## src/rtl/multi_cycle_ctrl.sv

```systemverilog
// Multi-cycle control FSM for the MIPS subset (add, sub, ori, lw, sw, beq, lui, jal, jr).
// Define MULTI_CYCLE_CTRL_ILLEGAL_TRAP_EN to trap unknown instructions into HALT with a sticky illegalInstr flag.
module multi_cycle_ctrl #(
  parameter int unsigned MEM_TIMEOUT = 16,
  parameter int unsigned CNT_W       = 5
) (
  input  logic       clk,
  input  logic       resetN,
  input  logic [5:0] opCode,
  input  logic [5:0] func,
  input  logic       zero,
  input  logic       memReady,
  output logic       memReq,
  output logic       memWriteEn,
  output logic       irWriteEn,
  output logic       pcWriteEn,
  output logic [1:0] pcSrcOp,
  output logic       regWriteEn,
  output logic [2:0] aluOp,
  output logic       extOp,
  output logic [1:0] aluInOp,
  output logic [1:0] grfWriteOp,
  output logic [1:0] grfWriteAddrOp,
  output logic       instrDone,
  output logic       busErr,
`ifdef MULTI_CYCLE_CTRL_ILLEGAL_TRAP_EN
  output logic       illegalInstr,
`endif
  output logic [2:0] state
);

  typedef enum logic [2:0] {
    ST_BOOT   = 3'd0,
    ST_FETCH  = 3'd1,
    ST_DECODE = 3'd2,
    ST_EXEC   = 3'd3,
    ST_MEM    = 3'd4,
    ST_WB     = 3'd5,
    ST_HALT   = 3'd7
  } state_e;

  typedef enum logic [3:0] {
    I_ADD, I_SUB, I_ORI, I_LW, I_SW, I_BEQ, I_LUI, I_JAL, I_JR, I_ILL
  } instr_e;

  localparam logic [5:0] OP_RTYPE = 6'h00;
  localparam logic [5:0] OP_JAL   = 6'h03;
  localparam logic [5:0] OP_BEQ   = 6'h04;
  localparam logic [5:0] OP_ORI   = 6'h0D;
  localparam logic [5:0] OP_LUI   = 6'h0F;
  localparam logic [5:0] OP_LW    = 6'h23;
  localparam logic [5:0] OP_SW    = 6'h2B;
  localparam logic [5:0] FN_JR    = 6'h08;
  localparam logic [5:0] FN_ADD   = 6'h20;
  localparam logic [5:0] FN_SUB   = 6'h22;

  localparam bit               TIMEOUT_EN = (MEM_TIMEOUT != 0);
  localparam logic [CNT_W-1:0] CNT_LAST   = CNT_W'((MEM_TIMEOUT > 0) ? MEM_TIMEOUT - 1 : 0);

  state_e           state_q, state_d;
  logic [CNT_W-1:0] cnt_q, cnt_d;
  logic             bus_err_q, bus_err_d;
  instr_e           instr;
  logic             timeout_hit;
`ifdef MULTI_CYCLE_CTRL_ILLEGAL_TRAP_EN
  logic             ill_q, ill_d;
`endif

  always_comb begin
    instr = I_ILL;
    case (opCode)
      OP_RTYPE: begin
        case (func)
          FN_ADD:  instr = I_ADD;
          FN_SUB:  instr = I_SUB;
          FN_JR:   instr = I_JR;
          default: instr = I_ILL;
        endcase
      end
      OP_JAL:  instr = I_JAL;
      OP_BEQ:  instr = I_BEQ;
      OP_ORI:  instr = I_ORI;
      OP_LUI:  instr = I_LUI;
      OP_LW:   instr = I_LW;
      OP_SW:   instr = I_SW;
      default: instr = I_ILL;
    endcase
  end

  // The last allowed wait cycle; a ready in this very cycle still counts as success.
  assign timeout_hit = TIMEOUT_EN && (cnt_q == CNT_LAST);

  always_comb begin
    // NOTE: every signal driven here gets a default first, so no path can infer a latch.
    state_d        = state_q;
    cnt_d          = '0;
    bus_err_d      = bus_err_q;
`ifdef MULTI_CYCLE_CTRL_ILLEGAL_TRAP_EN
    ill_d          = ill_q;
`endif
    memReq         = 1'b0;
    memWriteEn     = 1'b0;
    irWriteEn      = 1'b0;
    pcWriteEn      = 1'b0;
    pcSrcOp        = 2'd0;
    regWriteEn     = 1'b0;
    aluOp          = 3'd0;
    extOp          = 1'b0;
    aluInOp        = 2'd0;
    grfWriteOp     = 2'd0;
    grfWriteAddrOp = 2'd0;
    instrDone      = 1'b0;

    case (state_q)
      ST_BOOT: state_d = ST_FETCH;

      ST_FETCH: begin
        memReq = 1'b1;
        if (memReady) begin
          irWriteEn = 1'b1;
          pcWriteEn = 1'b1;
          state_d   = ST_DECODE;
        end else if (timeout_hit) begin
          bus_err_d = 1'b1;
          state_d   = ST_HALT;
        end else begin
          cnt_d = cnt_q + CNT_W'(1);
        end
      end

      ST_DECODE: begin
        case (instr)
          I_JAL: begin
            regWriteEn     = 1'b1;
            grfWriteAddrOp = 2'd2;
            grfWriteOp     = 2'd3;
            pcWriteEn      = 1'b1;
            pcSrcOp        = 2'd2;
            instrDone      = 1'b1;
            state_d        = ST_FETCH;
          end
          I_JR: begin
            pcWriteEn = 1'b1;
            pcSrcOp   = 2'd3;
            instrDone = 1'b1;
            state_d   = ST_FETCH;
          end
          I_ILL: begin
`ifdef MULTI_CYCLE_CTRL_ILLEGAL_TRAP_EN
            ill_d     = 1'b1;
            state_d   = ST_HALT;
`else
            // Treated as a nop: PC already advanced in FETCH, nothing else to do.
            instrDone = 1'b1;
            state_d   = ST_FETCH;
`endif
          end
          default: state_d = ST_EXEC;
        endcase
      end

      ST_EXEC: begin
        aluOp   = (instr == I_SUB || instr == I_BEQ) ? 3'd1 :
                  (instr == I_ORI)                   ? 3'd3 : 3'd0;
        aluInOp = (instr == I_ADD || instr == I_SUB || instr == I_BEQ) ? 2'd1 : 2'd0;
        extOp   = (instr == I_LW || instr == I_SW || instr == I_BEQ);
        case (instr)
          I_BEQ: begin
            pcSrcOp   = 2'd1;
            pcWriteEn = zero;
            instrDone = 1'b1;
            state_d   = ST_FETCH;
          end
          I_LW, I_SW: state_d = ST_MEM;
          default:    state_d = ST_WB;
        endcase
      end

      ST_MEM: begin
        memReq     = 1'b1;
        memWriteEn = (instr == I_SW);
        if (memReady) begin
          if (instr == I_SW) begin
            instrDone = 1'b1;
            state_d   = ST_FETCH;
          end else begin
            state_d   = ST_WB;
          end
        end else if (timeout_hit) begin
          bus_err_d = 1'b1;
          state_d   = ST_HALT;
        end else begin
          cnt_d = cnt_q + CNT_W'(1);
        end
      end

      ST_WB: begin
        regWriteEn     = 1'b1;
        instrDone      = 1'b1;
        grfWriteOp     = (instr == I_LUI) ? 2'd2 :
                         (instr == I_LW)  ? 2'd0 : 2'd1;
        grfWriteAddrOp = (instr == I_ADD || instr == I_SUB) ? 2'd1 : 2'd0;
        state_d        = ST_FETCH;
      end

      ST_HALT: state_d = ST_HALT;

      default: state_d = ST_BOOT;
    endcase
  end

  always_ff @(posedge clk or negedge resetN) begin
    if (!resetN) begin
      state_q   <= ST_BOOT;
      cnt_q     <= '0;
      bus_err_q <= 1'b0;
    end else begin
      // NOTE: state registers use non-blocking assignment so every flop samples pre-edge values.
      state_q   <= state_d;
      cnt_q     <= cnt_d;
      bus_err_q <= bus_err_d;
    end
  end

`ifdef MULTI_CYCLE_CTRL_ILLEGAL_TRAP_EN
  always_ff @(posedge clk or negedge resetN) begin
    if (!resetN) ill_q <= 1'b0;
    else         ill_q <= ill_d;
  end

  assign illegalInstr = ill_q;
`endif

  assign busErr = bus_err_q;
  assign state  = state_q;

endmodule
```

## config.mk

```make
export PLATFORM = sky130hd
export DESIGN_NAME = multi_cycle_ctrl
export DESIGN_NICKNAME = d
export VERILOG_FILES = /design/src/rtl/multi_cycle_ctrl.sv
export SDC_FILE = /design/constraint.sdc
export NUM_CORES = 1
export LEC_CHECK = 0
export CAP_MARGIN = 20
export CORE_ASPECT_RATIO = 0.7
export CORE_UTILIZATION = 43
export DETAILED_ROUTE_END_ITERATION = 10
export GPL_ROUTABILITY_DRIVEN = 0
export GPL_TIMING_DRIVEN = 1
export PLACE_DENSITY_LB_ADDON = 0.3
export SLEW_MARGIN = 25
export SYNTH_ARGS = -nofsm -noshare
export SYNTH_HDL_FRONTEND = slang
export SYNTH_SLANG_ARGS = --single-unit
```

## constraint.sdc

```tcl
create_clock -name clk -period 2.61 [get_ports clk]
set_input_delay 0.522 -clock clk [delete_from_list [all_inputs] [get_ports clk]]
set_output_delay 0.522 -clock clk [all_outputs]
set_load 0.01 [all_outputs]
```

# Yosys cells after proc, flatten, opt, wreduce, memory -nomap -nowiden
# Index checks and enable logic that the tools add are counted.
[op_classes] addsub=1 n_eq_ne=25 mux=42 n_bitwise=1 reduce_logical=14
[op_table] cell="$pmux W4 S7" count=1
[op_table] cell="$eq A6 B6 Y1 const B" count=4
[op_table] cell="$eq A6 B4 Y1 const B" count=3
[op_table] cell="$pmux W3 S6" count=1
[op_table] cell="$mux W1" count=17
[op_table] cell="$eq A4 B3 Y1 const B" count=4
[op_table] cell="$pmux W2 S2" count=4
[op_table] cell="$mux W5" count=3
[op_table] cell="$mux W2" count=7
[op_table] cell="$mux W3" count=4
[op_table] cell="$pmux W4 S3" count=1
[op_table] cell="$eq A3 B3 Y1 const B" count=3
[op_table] cell="$eq A4 B2 Y1 const B" count=2
[op_table] cell="$eq A4 B4 Y1 const B" count=2
[op_table] cell="$reduce_or A2 Y1" count=4
[op_table] cell="$eq A3 B2 Y1 const B" count=2
[op_table] cell="$eq A6 B2 Y1 const B" count=1
[op_table] cell="$eq A6 B3 Y1 const B" count=1
[op_table] cell="$logic_not A6 Y1" count=1
[op_table] cell="$pmux W3 S2" count=1
[op_table] cell="$add A5 B1 Y5 const B" count=1
[op_table] cell="$eq A5 B4 Y1 const B" count=1
[op_table] cell="$logic_or A1 B1 Y1" count=5
[op_table] cell="$eq A4 B1 Y1 const B" count=1
[op_table] cell="9 further kinds" count=9
[word_totals] regBits=9 input_bits=16 elab_cells=86

# Longest topological paths before layout
[logic_depth] word_depth=8 mapped_depth=6 mapped_depth_nobuf=6

# Worst setup path after synthesis
# Ideal clock, no wire load.
[synth_timing] kind="input port to output port" from="input opCode[3]" to="output aluInOp[0]" arrival_ns=1.887 t_required_ns=2.088 slack_ns=0.201 cell_stages=6 cell_sequence="buf_6 -> or3_4 -> a21o_1 -> a211oi_4 -> o2111ai_2 -> o21ai_1"
[synth_between] elab_chain_cells=7
[synth_lines] element="start: declaration" line_no="9" rtl="input logic [5:0] opCode,"
[synth_lines] element="$eq A6 B6 Y1 (tied with other cells)" line_no="71" rtl="case (opCode)"
[synth_lines] element="$pmux W4 S7 *" line_no="71"
[synth_lines] element="$eq A4 B1 Y1 or $logic_not A4 Y1 (tied branches)" line_no="165" rtl="aluInOp = (instr == I_ADD || instr == I_SUB || instr == I_BEQ) ? 2'd1 : 2'd0;"
[synth_lines] element="$logic_or A1 B1 Y1" line_no="165"
[synth_lines] element="$logic_or A1 B1 Y1 *" line_no="165"
[synth_lines] element="$mux W1 *" line_no="165"
[synth_lines] element="$mux W1 *" line_no="114" rtl="case (state_q)"
[synth_lines] element="end: declaration" line_no="21" rtl="output logic [1:0] aluInOp,"
# Mark *: on every way between the ends. The rest lies on a longest branch, timed or not.

# Worst setup path in the final report
[layout_timing] from="input func[0]" to="output instrDone"
[layout_between] elab_chain_cells=7
[layout_lines] element="start: declaration" line_no="10" rtl="input logic [5:0] func,"
[layout_lines] element="$eq A6 B4 Y1 or $eq A6 B6 Y1 (tied branches)" line_no="73" rtl="case (func)"
[layout_lines] element="$pmux W4 S3 *" line_no="73"
[layout_lines] element="$pmux W4 S7 *" line_no="71"
[layout_lines] element="$eq A4 B4 Y1 (tied with other cells)" line_no="132" rtl="case (instr)"
[layout_lines] element="$reduce_or A3 Y1 (no line) or $mux W1 (tied branches)"
[layout_lines] element="$mux W1, on equally long branches" line_no="132, 182"
[layout_lines] element="$pmux W1 S4 *" line_no="114"
[layout_lines] element="end: declaration" line_no="24" rtl="output logic instrDone,"
# Marked as above.

==> key figures <==
STA
  • Worst setup margin: roughly 26 ps
  • Achievable Freq: a little under 400 MHz
  • Endpoints failing setup: 0
  • Final Cycle Share: 0.990
  • Setup Skew: around 12 ps
  • Slew Viols, Final: 0
  • RSZ-0062 raised after global routing: yes
  • Hold Slack: roughly 460 ps
  • Min Tclk post-route: 2580 ps
  • Fin. Hold Viols: 0

Synth
  • Register area share after synthesis: 0.241
  • Post-synth EDFFs: 0
  • Synth Register Bits: 9
  • Ys async rst share: 1.00
  • Cells after Synth: approximately 120
  • Synthesized cell area: about 930 um2
  • Top_reg_cell synth: dfrtp_1
  • Synth Warn #: 0
  • Netlist cell types: between 40 and 50
  • Syn Area/Cell: approximately 7.7 um2

CTS
  • H-Tree Depth: 1
  • Number of CTS-inserted buffers: 3
  • Clk pin slew, worst setup/hold paths: around 60 ps
  • TritonCTS clock tree: yes
  • Root Buffer: clkbuf_4
  • # clock sinks: 9
  • Clk Latency, worst-skew pair: between 200 and 300 ps
  • Hold-fix buffers at CTS: 0
  • Max Root-Sink Buffers: 2

Cells and area
  • Finished Core Util: 0.771
  • Filler cells: approximately 140
  • Final instance area: 1510 um2
  • Synth-to-layout area growth: 61.3%
  • Diodes inserted: 0
  • Final-stage net count: 200
  • Layout cells sized above 1: 0.352

Floorplanning
  • Initial core utilization: 0.478
  • Die Width: just under 60 um
  • Die Ht: approximately 41 um
  • Core area: roughly 2000 um2
  • # IOs: 38
  • FP Rows: 13
  • Die area: 2360 um2

Placement
  • Area post-placement: ~1500 um2
  • Final HPWL DP: about 2200 um
  • Worst slack, placed: -759 ps
  • Buffers on Ports: 35

Worst setup path
  • Worst Path Required: around 2100 ps
  • Worst setup EP type: primary output
  • CP startpoint kind: input port
  • Worst Path Max Fanout: 3
  • Critical path's largest stage delay: between 300 and 400 ps
  • Crit Path Class: in -> out
  • CP arrival: just over 2000 ps
  • Buf+Inv Stages, Crit Path: 3
  • Crit path cell chain: buf_6, or3_4, o311a_4, a211oi_4, buf_6, nor2_2, a211o_1, buf_2
  • Most used cell, CP: buf_6
  • Slowest CP cell: or3_4
  • Critical path startpoint: func[0]
  • Top cell family by delay on the critical path: compound AO/OA/AOI/OAI gates
  • Critical R2R Launch: cnt_q[0]

Global routing
  • All-Layer GR Usage: 0.239
  • First-pass GRT wire length: 4090 um
  • Vias in the first global route: between 800 and 900
  • Largest net degree at the start of global routing: 13
  • Initial antenna violation count: 0
  • Global route overflow: 0

Power
  • VDD IR max: 0.362 mV
  • P_int: 0.494 mW
  • Clk pwr share: 0.133
  • Gate power share: 0.637
  • Tot Pwr: 0.834 mW
  • LEAKAGE: about 0.73 nW
  • Power share of the sequential group: 0.230
  • Net switching power: between 0.3 and 0.4 mW
  • Power Density: around 550 nW/um2
  • Sw frac: 0.407

Worst hold path
  • Hold path startpoint: cnt_q[0]
  • HP Class: reg -> reg

Detailed routing
  • DRC violations left: 5
  • Via count: 1130
  • Vias/cell: between 5 and 6
  • DR WL/cell: 14.0 um
  • Post-detailed-routing wire length: between 2000 and 3000 um
  • Post-route ant nets: 0
  • Drt pass-1 iters: 10
  • Iter 0 DRT Violations: 70

Run status
  • Failing checks: DRC
  • Outcome: finished, violations left

Run
  • Max-Cap Viols: 0
[cell usage in the layout (no fill, tap or decap), types with 3 or more instances in the layout]
cell,instances
xnor2_1,3
o21ai_0,5
buf_4,29
a211o_1,4
a21oi_1,3
clkbuf_4,3
nand3b_1,5
inv_1,7
buf_6,3
nor3b_1,3
clkdlybuf4s50_1,10
nor2_1,13
buf_2,8
nand3_1,5
nand2_1,10
dlygate4sd2_1,8
nor3_1,3
dfrtp_1,9
clkbuf_2,3
[registers in the layout (all words and copies together), names as in the netlist]
register  cells
cnt_q         5
state         3
busErr        1
[per-layer routing]
layer / GRT usage / vias to the layer above / share of wire
li1: - / 556 / -
met1: 0.307 / 512 / 0.44
met2: 0.427 / 58 / 0.46
met3: 0.0473 / 4 / 0.097
met4: 0.0595 / 0 / 0.0084
met5: 0 / - / 0
[synthesized netlist by cell type (3+ instances only)]
master / n / area (um2)
a211o_1: 4 / 35.0
a21oi_1: 4 / 20.0
clkbuf_1: 3 / 11.3
dfrtp_1: 9 / 225
inv_1: 7 / 26.3
nand2_1: 10 / 37.5
nand2b_1: 3 / 18.8
nand3_1: 5 / 25.0
nand3b_1: 5 / 37.5
nor2_1: 14 / 52.6
nor3_1: 4 / 20.0
nor3b_1: 3 / 22.5
nor4_1: 3 / 18.8
o21ai_0: 5 / 25.0
xnor2_1: 3 / 26.3
[power groups by stage]
| stage | Combinational [mW] | Clock [mW] | Sequential (mW) |
|---|---|---|---|
| finish | 0.531 | 0.111 | 0.191 |
| global route | 0.572 | 0.119 | 0.193 |
| CTS | 0.519 | 0.113 | 0.191 |
| global placement | 0.529 | 0 | 0.189 |
| detailed placement | 0.539 | 0 | 0.193 |
| floorplan | 0.275 | 0 | 0.205 |
[final timing paths]
kind / slack, ps / endpoint / depth (start not counted)
max: 30 / instrDone / 8
min: 460 / cnt_q[0] / 1
max reg2reg: 1080 / state[1] / 6
min reg2reg: 460 / cnt_q[0] / 1
max in group asynchronous: 1740 / cnt_q[2] / 1
min in group asynchronous: 560 / busErr / 1
[stage by stage]
step | cells | setup TNS, ps
5_1_grt | 204 | -17.8
4_1_cts | 203 | -54.9
3_3_place_gp | 197 | -8100
3_5_place_dp | 197 | -8570
2_1_floorplan | 122 | 0
6_report | 204 | 0
[cell families after synthesis]
| group | count (synthesis) | synth area share |
|---|---|---|
| simple gates | 60 | 0.359 |
| mux | 1 | 0.0107 |
| xor+xnor | 4 | 0.0375 |
| buf+inv | 16 | 0.0912 |
| compound gates | 29 | 0.243 |
| other cells | 1 | 0.00402 |
| flops | 9 | 0.241 |
| fa+ha+maj | 1 | 0.0134 |
[area by class of cell]
| type | instances | area (um2) | share of cell area |
|---|---|---|---|
| flip-flops and latches | 9 | 225 | 0.150 |
| inverters | 7 | 26.3 | 0.0175 |
| well taps | 22 | 27.5 | 0.0183 |
| clock buffers | 4 | 26.3 | 0.0175 |
| multi-input cells | 97 | 681 | 0.452 |
| repair buffers | 65 | 519 | 0.345 |
[timing repair]
item                                    4_1_cts  5_1_grt
setup buffers                                 2        1
cloned                                        0        0
pin swaps                                    14       12
gates resized for setup                      65       12
endpoints found under the setup margin       14       12
Power figures use the tool's default switching activity.
